## src/rtl/fifo_drain_pkg.sv

```systemverilog
// Shared types and constants for the read-side FIFO drain controller.
package fifo_drain_pkg;

  localparam int unsigned CNT_W     = 16;
  localparam int unsigned BUF_DEPTH = 2;

  typedef enum logic [1:0] {
    S0 = 2'd0,
    S1 = 2'd1,
    S2 = 2'd2
  } buf_state_e;

endpackage

```

## src/rtl/fifo_read_drain_if.sv

```systemverilog
// FIFO read port plus downstream valid/ready stream seen by the drain controller.
interface fifo_read_drain_if #(
  parameter int unsigned width = 32
) ();

  logic             empty;
  logic [width-1:0] rdata;
  logic             red_enable;
  logic [width-1:0] m_data;
  logic             m_valid;
  logic             m_ready;
  logic             m_last;

  modport master (
    input  empty, rdata, m_ready,
    output red_enable, m_data, m_valid, m_last
  );

  modport slave (
    output empty, rdata, m_ready,
    input  red_enable, m_data, m_valid, m_last
  );

endinterface

```

## src/rtl/fifo_out_buf.sv

```systemverilog
// Two-entry head/tail output buffer; encoded state doubles as occupancy.
module fifo_out_buf
  import fifo_drain_pkg::*;
#(
  parameter int unsigned width = 32
) (
  input  logic             clk_r,
  input  logic             reset_r,
  input  logic             wr_en,
  input  logic [width-1:0] wr_data,
  input  logic             pop,
  output logic [1:0]       occ,
  output logic [width-1:0] head_data
);

  buf_state_e       state_q, state_d;
  logic [width-1:0] head_q, head_d;
  logic [width-1:0] tail_q, tail_d;

  always_ff @(posedge clk_r or negedge reset_r) begin
    if (!reset_r) begin
      state_q <= S0;
      head_q  <= '0;
      tail_q  <= '0;
    end else begin
      state_q <= state_d;
      head_q  <= head_d;
      tail_q  <= tail_d;
    end
  end

  always_comb begin
    state_d = state_q;
    head_d  = head_q;
    tail_d  = tail_q;
    unique case (state_q)
      S0: begin
        if (wr_en) begin
          head_d  = wr_data;
          state_d = S1;
        end
      end
      S1: begin
        if (wr_en && pop) begin
          head_d = wr_data;
        end else if (wr_en) begin
          tail_d  = wr_data;
          state_d = S2;
        end else if (pop) begin
          state_d = S0;
        end
      end
      S2: begin
        // Write+pop here is excluded by the credit rule; handled anyway as a shift.
        if (pop) begin
          head_d = tail_q;
          if (wr_en) tail_d = wr_data;
          else       state_d = S1;
        end
      end
      default: state_d = S0;
    endcase
  end

  assign occ       = state_q;
  assign head_data = head_q;

endmodule

```

## src/rtl/fifo_read_drain.sv

```systemverilog
// Read-domain drain: credit-limited pops into a 2-entry buffer, framed valid/ready output.
module fifo_read_drain
  import fifo_drain_pkg::*;
#(
  parameter int unsigned width     = 32,
  parameter int unsigned FRAME_LEN = 16
) (
  input  logic               clk_r,
  input  logic               reset_r,
  fifo_read_drain_if.master  bus,
  output logic [CNT_W-1:0]   word_cnt
);

  localparam int unsigned     FW      = $clog2(FRAME_LEN + 1);
  localparam logic [FW-1:0]   LastCnt = FW'(FRAME_LEN - 1);

  logic [1:0]       occ;
  logic [width-1:0] head_data;
  logic             inflight_q;
  logic             m_valid;
  logic             m_last;
  logic             pop;
  logic [2:0]       credit;
  logic             red_enable;
  logic [FW-1:0]    frame_cnt_q, frame_cnt_d;
  logic [CNT_W-1:0] word_cnt_q;

  fifo_out_buf #(
    .width(width)
  ) u_out_buf (
    .clk_r    (clk_r),
    .reset_r  (reset_r),
    .wr_en    (inflight_q),
    .wr_data  (bus.rdata),
    .pop      (pop),
    .occ      (occ),
    .head_data(head_data)
  );

  assign credit  = {1'b0, occ} + {2'b0, inflight_q};
  assign m_valid = (occ != 2'd0);
  assign pop     = m_valid & bus.m_ready;
  assign m_last  = m_valid && (frame_cnt_q == LastCnt);

  // Pop-aware credit: a word leaving this cycle frees a slot for the pop issued now.
  assign red_enable = reset_r && !bus.empty && (credit < (3'(BUF_DEPTH) + {2'b0, pop}));

  always_comb begin
    frame_cnt_d = frame_cnt_q;
    if (pop) frame_cnt_d = m_last ? '0 : frame_cnt_q + 1'b1;
  end

  always_ff @(posedge clk_r or negedge reset_r) begin
    if (!reset_r) begin
      inflight_q  <= 1'b0;
      frame_cnt_q <= '0;
      word_cnt_q  <= '0;
    end else begin
      inflight_q  <= red_enable;
      frame_cnt_q <= frame_cnt_d;
      word_cnt_q  <= word_cnt_q + {{(CNT_W-1){1'b0}}, pop};
    end
  end

  assign bus.red_enable = red_enable;
  assign bus.m_data     = head_data;
  assign bus.m_valid    = m_valid;
  assign bus.m_last     = m_last;
  assign word_cnt       = word_cnt_q;

  assert property (@(posedge clk_r) disable iff (!reset_r) credit <= 3'(BUF_DEPTH));

endmodule

```

## src/flat_wrapper.sv

```systemverilog
// flat-port wrapper written by rule: the top's interface ports become plain ports
module fifo_read_drain_flat import fifo_drain_pkg::*;
#(
  parameter int unsigned width     = 32,
  parameter int unsigned FRAME_LEN = 16
)
  (clk_r, reset_r, word_cnt, bus_empty, bus_rdata, bus_m_ready, bus_red_enable, bus_m_data, bus_m_valid, bus_m_last);
  fifo_read_drain_if #(.width(width)) bus_i ();
  input  logic clk_r;
  input  logic reset_r;
  output logic [CNT_W-1:0] word_cnt;
  input wire logic [$bits(bus_i.empty)-1:0] bus_empty;
  input wire logic [$bits(bus_i.rdata)-1:0] bus_rdata;
  input wire logic [$bits(bus_i.m_ready)-1:0] bus_m_ready;
  output wire logic [$bits(bus_i.red_enable)-1:0] bus_red_enable;
  output wire logic [$bits(bus_i.m_data)-1:0] bus_m_data;
  output wire logic [$bits(bus_i.m_valid)-1:0] bus_m_valid;
  output wire logic [$bits(bus_i.m_last)-1:0] bus_m_last;
  assign bus_i.empty = bus_empty;
  assign bus_i.rdata = bus_rdata;
  assign bus_i.m_ready = bus_m_ready;
  assign bus_red_enable = bus_i.red_enable;
  assign bus_m_data = bus_i.m_data;
  assign bus_m_valid = bus_i.m_valid;
  assign bus_m_last = bus_i.m_last;
  fifo_read_drain #(.width(width), .FRAME_LEN(FRAME_LEN)) u_core (.clk_r(clk_r), .reset_r(reset_r), .bus(bus_i), .word_cnt(word_cnt));
endmodule
```

## config.mk

```make
export PLATFORM = sky130hd
export DESIGN_NAME = fifo_read_drain_flat
export DESIGN_NICKNAME = d
export VERILOG_FILES = /design/src/rtl/fifo_drain_pkg.sv /design/src/rtl/fifo_read_drain_if.sv /design/src/rtl/fifo_out_buf.sv /design/src/rtl/fifo_read_drain.sv /design/src/flat_wrapper.sv
export SDC_FILE = /design/constraint.sdc
export NUM_CORES = 1
export LEC_CHECK = 0
export ABC_CLOCK_PERIOD_IN_PS = 2350
export BUFFER_PORTS_ARGS = -buffer_cell sky130_fd_sc_hd__buf_4
export CAP_MARGIN = 10
export CORE_MARGIN = 2
export CORE_UTILIZATION = 54
export CTS_CLUSTER_SIZE = 10
export DETAILED_ROUTE_END_ITERATION = 7
export HOLD_SLACK_MARGIN = 0.08
export PLACE_DENSITY = 0.8
export SLEW_MARGIN = 20
export SYNTH_ARGS = -nofsm -noshare
export SYNTH_HDL_FRONTEND = slang
export SYNTH_SLANG_ARGS = --single-unit
```

## constraint.sdc

```tcl
create_clock -name clk_r -period 2.35 [get_ports clk_r]
set_clock_uncertainty 0.1 [all_clocks]
set_input_delay 0.3525 -clock clk_r [delete_from_list [all_inputs] [get_ports clk_r]]
set_output_delay 0.3525 -clock clk_r [all_outputs]
set_load 0.005 [all_outputs]
```

Word level (Yosys, flattened, before mapping)
Index checks and enable logic that the tools add are counted.
{"block": "op_classes", "add_sub_neg": 4, "magnitude_cmp": 1, "reduce_logical": 12, "n_bitwise": 1, "mux": 16, "eq_ne": 9}
{"cell": "$mux W32", "count": 6}
{"cell": "$pmux W32 S3", "count": 1}
{"cell": "$pmux W32 S2", "count": 1}
{"cell": "$add A16 B1 Y16", "count": 1}
{"cell": "$mux W2", "count": 6}
{"cell": "$ne A2 B2 Y1 const B", "count": 3}
{"cell": "$pmux W2 S3", "count": 1}
{"cell": "$add A5 B1 Y5 const B", "count": 1}
{"cell": "$eq A5 B4 Y1 const B", "count": 1}
{"cell": "$mux W5", "count": 1}
{"cell": "$reduce_and A5 Y1", "count": 1}
{"cell": "$logic_and A1 B1 Y1", "count": 4}
{"cell": "$ne A2 B1 Y1 const B", "count": 2}
{"cell": "$reduce_and A4 Y1", "count": 1}
{"cell": "$reduce_bool A2 Y1", "count": 2}
{"cell": "$add A2 B1 Y3", "count": 1}
{"cell": "$add A2 B1 Y3 const A", "count": 1}
{"cell": "$lt A3 B3 Y1", "count": 1}
{"cell": "$ne A3 B1 Y1 const B", "count": 1}
{"cell": "$reduce_and A3 Y1", "count": 1}
{"cell": "$reduce_bool A3 Y1", "count": 1}
{"cell": "$eq A2 B1 Y1 const B", "count": 1}
{"cell": "$eq A2 B2 Y1 const B", "count": 1}
{"cell": "$logic_not A2 Y1", "count": 1}
{"cell": "other kinds (2)", "count": 2}
{"block": "totals", "regBits": 88, "output_inout_bits": 51, "elab_cells": 49, "input_bits": 36}

Longest topological paths before layout
{"block": "logic_depth", "ltp_word": 6, "depth_mapped": 8}

By module
Synthesis repeated with hierarchy kept, for this count alone.
{"block": "hier_totals", "cells_unflattened": 273, "area_unflattened_um2": 3918.8}
{"mod": "fifo_out_buf", "cells_per_inst": 185, "instances": 1, "seq_area_each_um2": 1651.6, "area_each_um2": 2879.0}
{"mod": "fifo_read_drain", "cells_per_inst": 88, "instances": 1, "seq_area_each_um2": 550.5, "area_each_um2": 1039.7}

Least setup slack after synthesis
Ideal clock, no wire load.
{"block": "synth_path", "kind": "in2reg", "from": "input bus_m_ready", "to": "register u_core.word_cnt_q[12] (netlist: u_core.word_cnt[12])", "t_required_ns": 2.126, "setup_slack_ns": 0.432, "arrival_ns": 1.693, "setup_ns": 0.124, "cell_stages": 8, "path_cell_list": "buf_2 > o21a_1 > and2_1 > ha_1 > nand2_1 > nor3_1 > nand3_1 > xnor2_1"}
{"block": "synth_between", "elab_chain_len": 2}
{"element": "start: declaration", "line_no": "flat_wrapper.sv:14", "text": "input wire logic [$bits(bus_i.m_ready)-1:0] bus_m_ready;"}
{"element": "$and A1 B1 Y1", "line_no": "fifo_read_drain.sv:42", "text": "assign pop = m_valid & bus.m_ready;"}
{"element": "$add A16 B1 Y16", "line_no": "fifo_read_drain.sv:61", "text": "word_cnt_q <= word_cnt_q + {{(CNT_W-1){1'b0}}, pop};"}
{"element": "end signal: assignment", "line_no": "fifo_read_drain.sv:61"}
{"element": "end: declaration", "line_no": "fifo_read_drain.sv:26", "text": "logic [CNT_W-1:0] word_cnt_q;"}
Every way passes these cells.
A chain may end at the register's enable or synchronous reset.

Worst setup path in the final report
{"block": "layout_path", "from": "register u_core.u_out_buf.state_q[0] (netlist: u_core.u_out_buf.occ[0])", "to": "output bus_red_enable"}
{"block": "layout_between", "elab_chain_len": 5, "word_cells_on_any_way": 6}
{"element": "start: declaration", "line_no": "fifo_out_buf.sv:16", "text": "buf_state_e state_q, state_d;"}
{"element": "start signal: assignment", "line_no": "fifo_out_buf.sv:26", "text": "state_q <= state_d;"}
{"element": "$reduce_bool A2 Y1", "line_no": "fifo_read_drain.sv:41", "text": "assign m_valid = (occ != 2'd0);"}
{"element": "$and A1 B1 Y1", "line_no": "fifo_read_drain.sv:42"}
{"element": "$add A2 B1 Y3", "line_no": "fifo_read_drain.sv:46", "text": "assign red_enable = reset_r && !bus.empty && (credit < (3'(BUF_DEPTH) + {2'b0, pop}));"}
{"element": "$lt A3 B3 Y1 *", "line_no": "fifo_read_drain.sv:46"}
{"element": "$logic_and A1 B1 Y1 *", "line_no": "fifo_read_drain.sv:46"}
{"element": "end: declaration", "line_no": "flat_wrapper.sv:15", "text": "output wire logic [$bits(bus_i.red_enable)-1:0] bus_red_enable;"}
Every way passes the cells marked *; elsewhere a longest branch is shown, timed or not.

==> results by group <==
Drt
  – WL met2: 3.624 mm
  – M1 wire length: 3.192 mm
  – Vias per cell: 5.163
  – Overall via count from detail_route: 2,623
  – Drt first pass iters: 4
  – DRC violation count after routing: 0
  – First DRT Iteration DRCs: 75
  – Remaining number of nets flagged by the antenna check after routing: 0
  – Post-DR wirelength/cell: 14.42 um
  – Routed met3 length: 389 um
  – Top routing layer used: met4
  – WL final: 7.324 mm

Synthesis
  – Post-synth top area cell: sky130_fd_sc_hd__dfrtp_1
  – Number of synthesized register bits: 88
  – Warning count from the yosys run: 0
  – Area contributors post-synth: sky130_fd_sc_hd__dfrtp_1 57%, sky130_fd_sc_hd__mux2_2 9.1%, sky130_fd_sc_hd__mux2i_1 8.6%, sky130_fd_sc_hd__a21oi_1 4.4%, sky130_fd_sc_hd__nor2_1 4.0%
  – Post-Syn Area: 3837 sq um
  – Total nets after synthesis: 356
  – Per-instance average area after synthesis: 12.14 sq um
  – Cell count after synthesis: 316
  – Distinct cells, synth: 34
  – Post-synthesis sequential area ratio: 57.39%
  – Proportion of netlist area held by the largest area contributor: 57.39%

Layout
  – Most used cells in the layout excluding fill and tap cells: 93 x sky130_fd_sc_hd__buf_4, 87 x sky130_fd_sc_hd__dfrtp_1, 41 x sky130_fd_sc_hd__nor2_1
  – Diodes inserted: 0
  – Number of cells in the finished layout apart from fillers: 508
  – Area growth from synthesis to final layout: 25.63%
  – Fill cells: 518
  – Final layout net count: 447
  – Leading cell type in the layout, fill and taps excluded: sky130_fd_sc_hd__buf_4
  – Layout cell share with drive strength beyond 1: 36.65%

Place
  – Post-Place Cells: 490
  – IO buf count: 86
  – Placement-stage worst setup slack: 0.1776 ns
  – Post-DP HPWL: 5.110 mm
  – RePlAce Congestion: 0.8399

Timing
  – RSZ-0062 raised after global routing: false
  – Share of the cycle needed by the critical path after routing: 95.57%
  – Final TNS setup: 0 ns
  – Final setup violation count: 0
  – Post-layout minimum cycle time: 2.246 ns
  – Hold violation total from the final report: 0
  – Max-slew violation total from the final report: 0
  – Actual transition at the worst max-transition pin: 0.6022 ns
  – Relative max-transition margin: 59.79%
  – Final worst hold slack: 0.1285 ns
  – Final setup margin: 0.1041 ns
  – Top achievable clock speed: 445.3 MHz

Hold path
  – Hold Path Depth: 2
  – Worst hold path type: primary input to flop

CTS
  – Clock edge transition at the registers on the reported setup and hold paths: 0.08 ns
  – H-tree depth: 3
  – TritonCTS Sinks: 88
  – Number of buffers created by CTS: 9
  – Clock Tree Root: sky130_fd_sc_hd__clkbuf_8
  – Clock tree from TritonCTS: done
  – Clk buf depth: 2
  – Clock insertion delay at the later pin of the skew report: 0.35 ns

Setup path
  – Number of cells on the critical path: 6
  – Largest delay contributor family on the critical path: flip-flops
  – Critical Path Source Type: flop
  – Largest stage delay, worst path: 0.45 ns
  – Critical path buffer and inverter count: 2
  – Crit. End Element: output pin
  – Critical setup path kind: flop to output pin
  – Cell breakdown of the critical path: buf_4 > ha_1 > ha_1 > o21ai_0 > and3_1 > buf_4
  – Data arrival time of the critical path: 1.79 ns
  – Cell with the biggest individual delay on the critical path: sky130_fd_sc_hd__dfrtp_2
  – R2R cell count: 7
  – Data required time of the worst path: 1.90 ns
  – Crit path max fanout: 6

Die
  – Height of the die: 88.30 um
  – Placeable Area: 6832 sq um
  – Number of core rows: 30
  – Initial core utilization: 56.17%
  – Die Outline Area: 7797 sq um
  – Die X-Extent: 88.30 um
  – Number of top-level design ports: 87

Global route
  – Initial antenna violation count: 0
  – Total grt overflow: 0
  – Via count of the first global-routing pass: 2,531
  – Largest net degree at the start of global routing: 44
  – Global-route wire length before repair: 11.91 mm
  – Total routing usage reported by global routing: 20.14%

Pwr
  – Static Leakage: 0.002150 uW
  – Ratio of total power to cell area: 1056 nW/um^2
  – Largest vdd supply drop: 548.5 uV

Outcome
  – Result of the run: completed

Run
  – MaxCap Viol Count: 0
-- layout make-up --
class                      instances  area, sq um  share of cell area (%)
sequential                        88         2203                   45.70
timing repair buffer              96        748.2                   15.52
inverter                           5        18.77                  0.3893
multi-input combinational        207         1519                   31.51
tap                               96        120.1                   2.492
clock inverter                     6        83.83                   1.739
clock buffer                      10        127.6                   2.647
-- routing by layer --
metal  up-vias  track usage, %
li1       1270               -
met1      1270           26.15
met2        74           32.60
met3         9           4.757
met4         0           8.678
met5         -               0
-- timing repair --
| action | 4_1_cts | 5_1_grt |
|---|---|---|
| resized for setup | 0 | 2 |
| hold buffers | 1 | 0 |
| endpoints found under the setup margin | 0 | 4 |
| endpoints found under the hold margin | 16 | 0 |
| setup buffers | 0 | 1 |
-- worst reg2reg max path: stages (launching register included) --
cell and delay, ns:
sky130_fd_sc_hd__dfrtp_1 0.57, sky130_fd_sc_hd__o21a_1 0.25, sky130_fd_sc_hd__and2_1 0.15, sky130_fd_sc_hd__ha_1 0.21
sky130_fd_sc_hd__nand2_1 0.11, sky130_fd_sc_hd__nor3_2 0.24, sky130_fd_sc_hd__nand3_1 0.13, sky130_fd_sc_hd__xnor2_1 0.14
-- through the flow --
step           util [%]  area [sq um]  power, uW
2_1_floorplan         -          3837       3270
3_3_place_gp      67.12          4586       3943
3_5_place_dp      67.12          4586       4031
4_1_cts           70.37          4807       5144
5_1_grt           70.57          4821       5433
6_report          70.57          4821       5093
-- worst paths after layout --
kind	start	endpoint	slack, ns
max	u_core.u_out_buf.occ[0]	bus_red_enable	0.10
min	bus_rdata[1]	u_core.u_out_buf.tail_q[1]	0.13
max reg2reg	u_core.u_out_buf.occ[1]	u_core.word_cnt[12]	0.35
min reg2reg	u_core.frame_cnt_q[3]	u_core.frame_cnt_q[3]	0.39
max in group asynchronous	reset_r	u_core.u_out_buf.head_data[22]	1.15
min in group asynchronous	reset_r	u_core.u_out_buf.head_data[16]	0.26
-- registers in the layout (all words and copies together), names as in the netlist --
register,count
u_core.frame_cnt_q,5
u_core.u_out_buf.occ,2
u_core.u_out_buf.head_data,32
u_core.word_cnt,16
u_core.u_out_buf.tail_q,32
u_core.inflight_q,1
-- where the power goes --
| part | internal [uW] | total (uW) | switching, uW |
|---|---|---|---|
| Combinational | 888 | 1470 | 587 |
| Clock | 596 | 1110 | 514 |
| Sequential | 2120 | 2510 | 385 |
| Total | 3610 | 5090 | 1490 |
-- Yosys cell counts --
cell / number
sky130_fd_sc_hd__nor4_2: 1
sky130_fd_sc_hd__dfrtp_1: 88
sky130_fd_sc_hd__a22oi_1: 1
sky130_fd_sc_hd__clkbuf_8: 1
sky130_fd_sc_hd__a21o_1: 1
sky130_fd_sc_hd__nand4_1: 3
sky130_fd_sc_hd__inv_1: 5
sky130_fd_sc_hd__nor3_1: 2
sky130_fd_sc_hd__ha_1: 4
sky130_fd_sc_hd__nor2b_1: 3
sky130_fd_sc_hd__o22ai_1: 1
sky130_fd_sc_hd__and2_1: 1
sky130_fd_sc_hd__and3_1: 1
sky130_fd_sc_hd__and4bb_2: 1
sky130_fd_sc_hd__or2_2: 2
sky130_fd_sc_hd__o21a_1: 1
sky130_fd_sc_hd__mux2_2: 31
sky130_fd_sc_hd__buf_6: 3
sky130_fd_sc_hd__o32ai_1: 1
sky130_fd_sc_hd__nand2b_1: 1
sky130_fd_sc_hd__a21oi_1: 34
sky130_fd_sc_hd__o2bb2ai_4: 1
sky130_fd_sc_hd__buf_2: 8
sky130_fd_sc_hd__nor2_1: 41
sky130_fd_sc_hd__xor2_1: 4
sky130_fd_sc_hd__buf_4: 4
sky130_fd_sc_hd__mux2_1: 1
sky130_fd_sc_hd__nor3b_1: 1
sky130_fd_sc_hd__o21ai_0: 3
sky130_fd_sc_hd__xnor2_1: 12
sky130_fd_sc_hd__nand2_1: 12
sky130_fd_sc_hd__nand3_1: 8
sky130_fd_sc_hd__o21ai_2: 2
sky130_fd_sc_hd__mux2i_1: 33
-- cell families (layout without fill, tap and decap cells) --
group | Yosys count | after routing | synth area share (%)
compound gates | 45 | 45 | 6.978
xor+xnor | 16 | 16 | 3.652
fa+ha+maj | 4 | 4 | 1.304
buf+inv | 21 | 117 | 3.554
flops | 88 | 88 | 57.39
mux | 65 | 65 | 18.00
simple gates | 77 | 77 | 9.130
No activity file was read; power rests on OpenSTA's default activity.
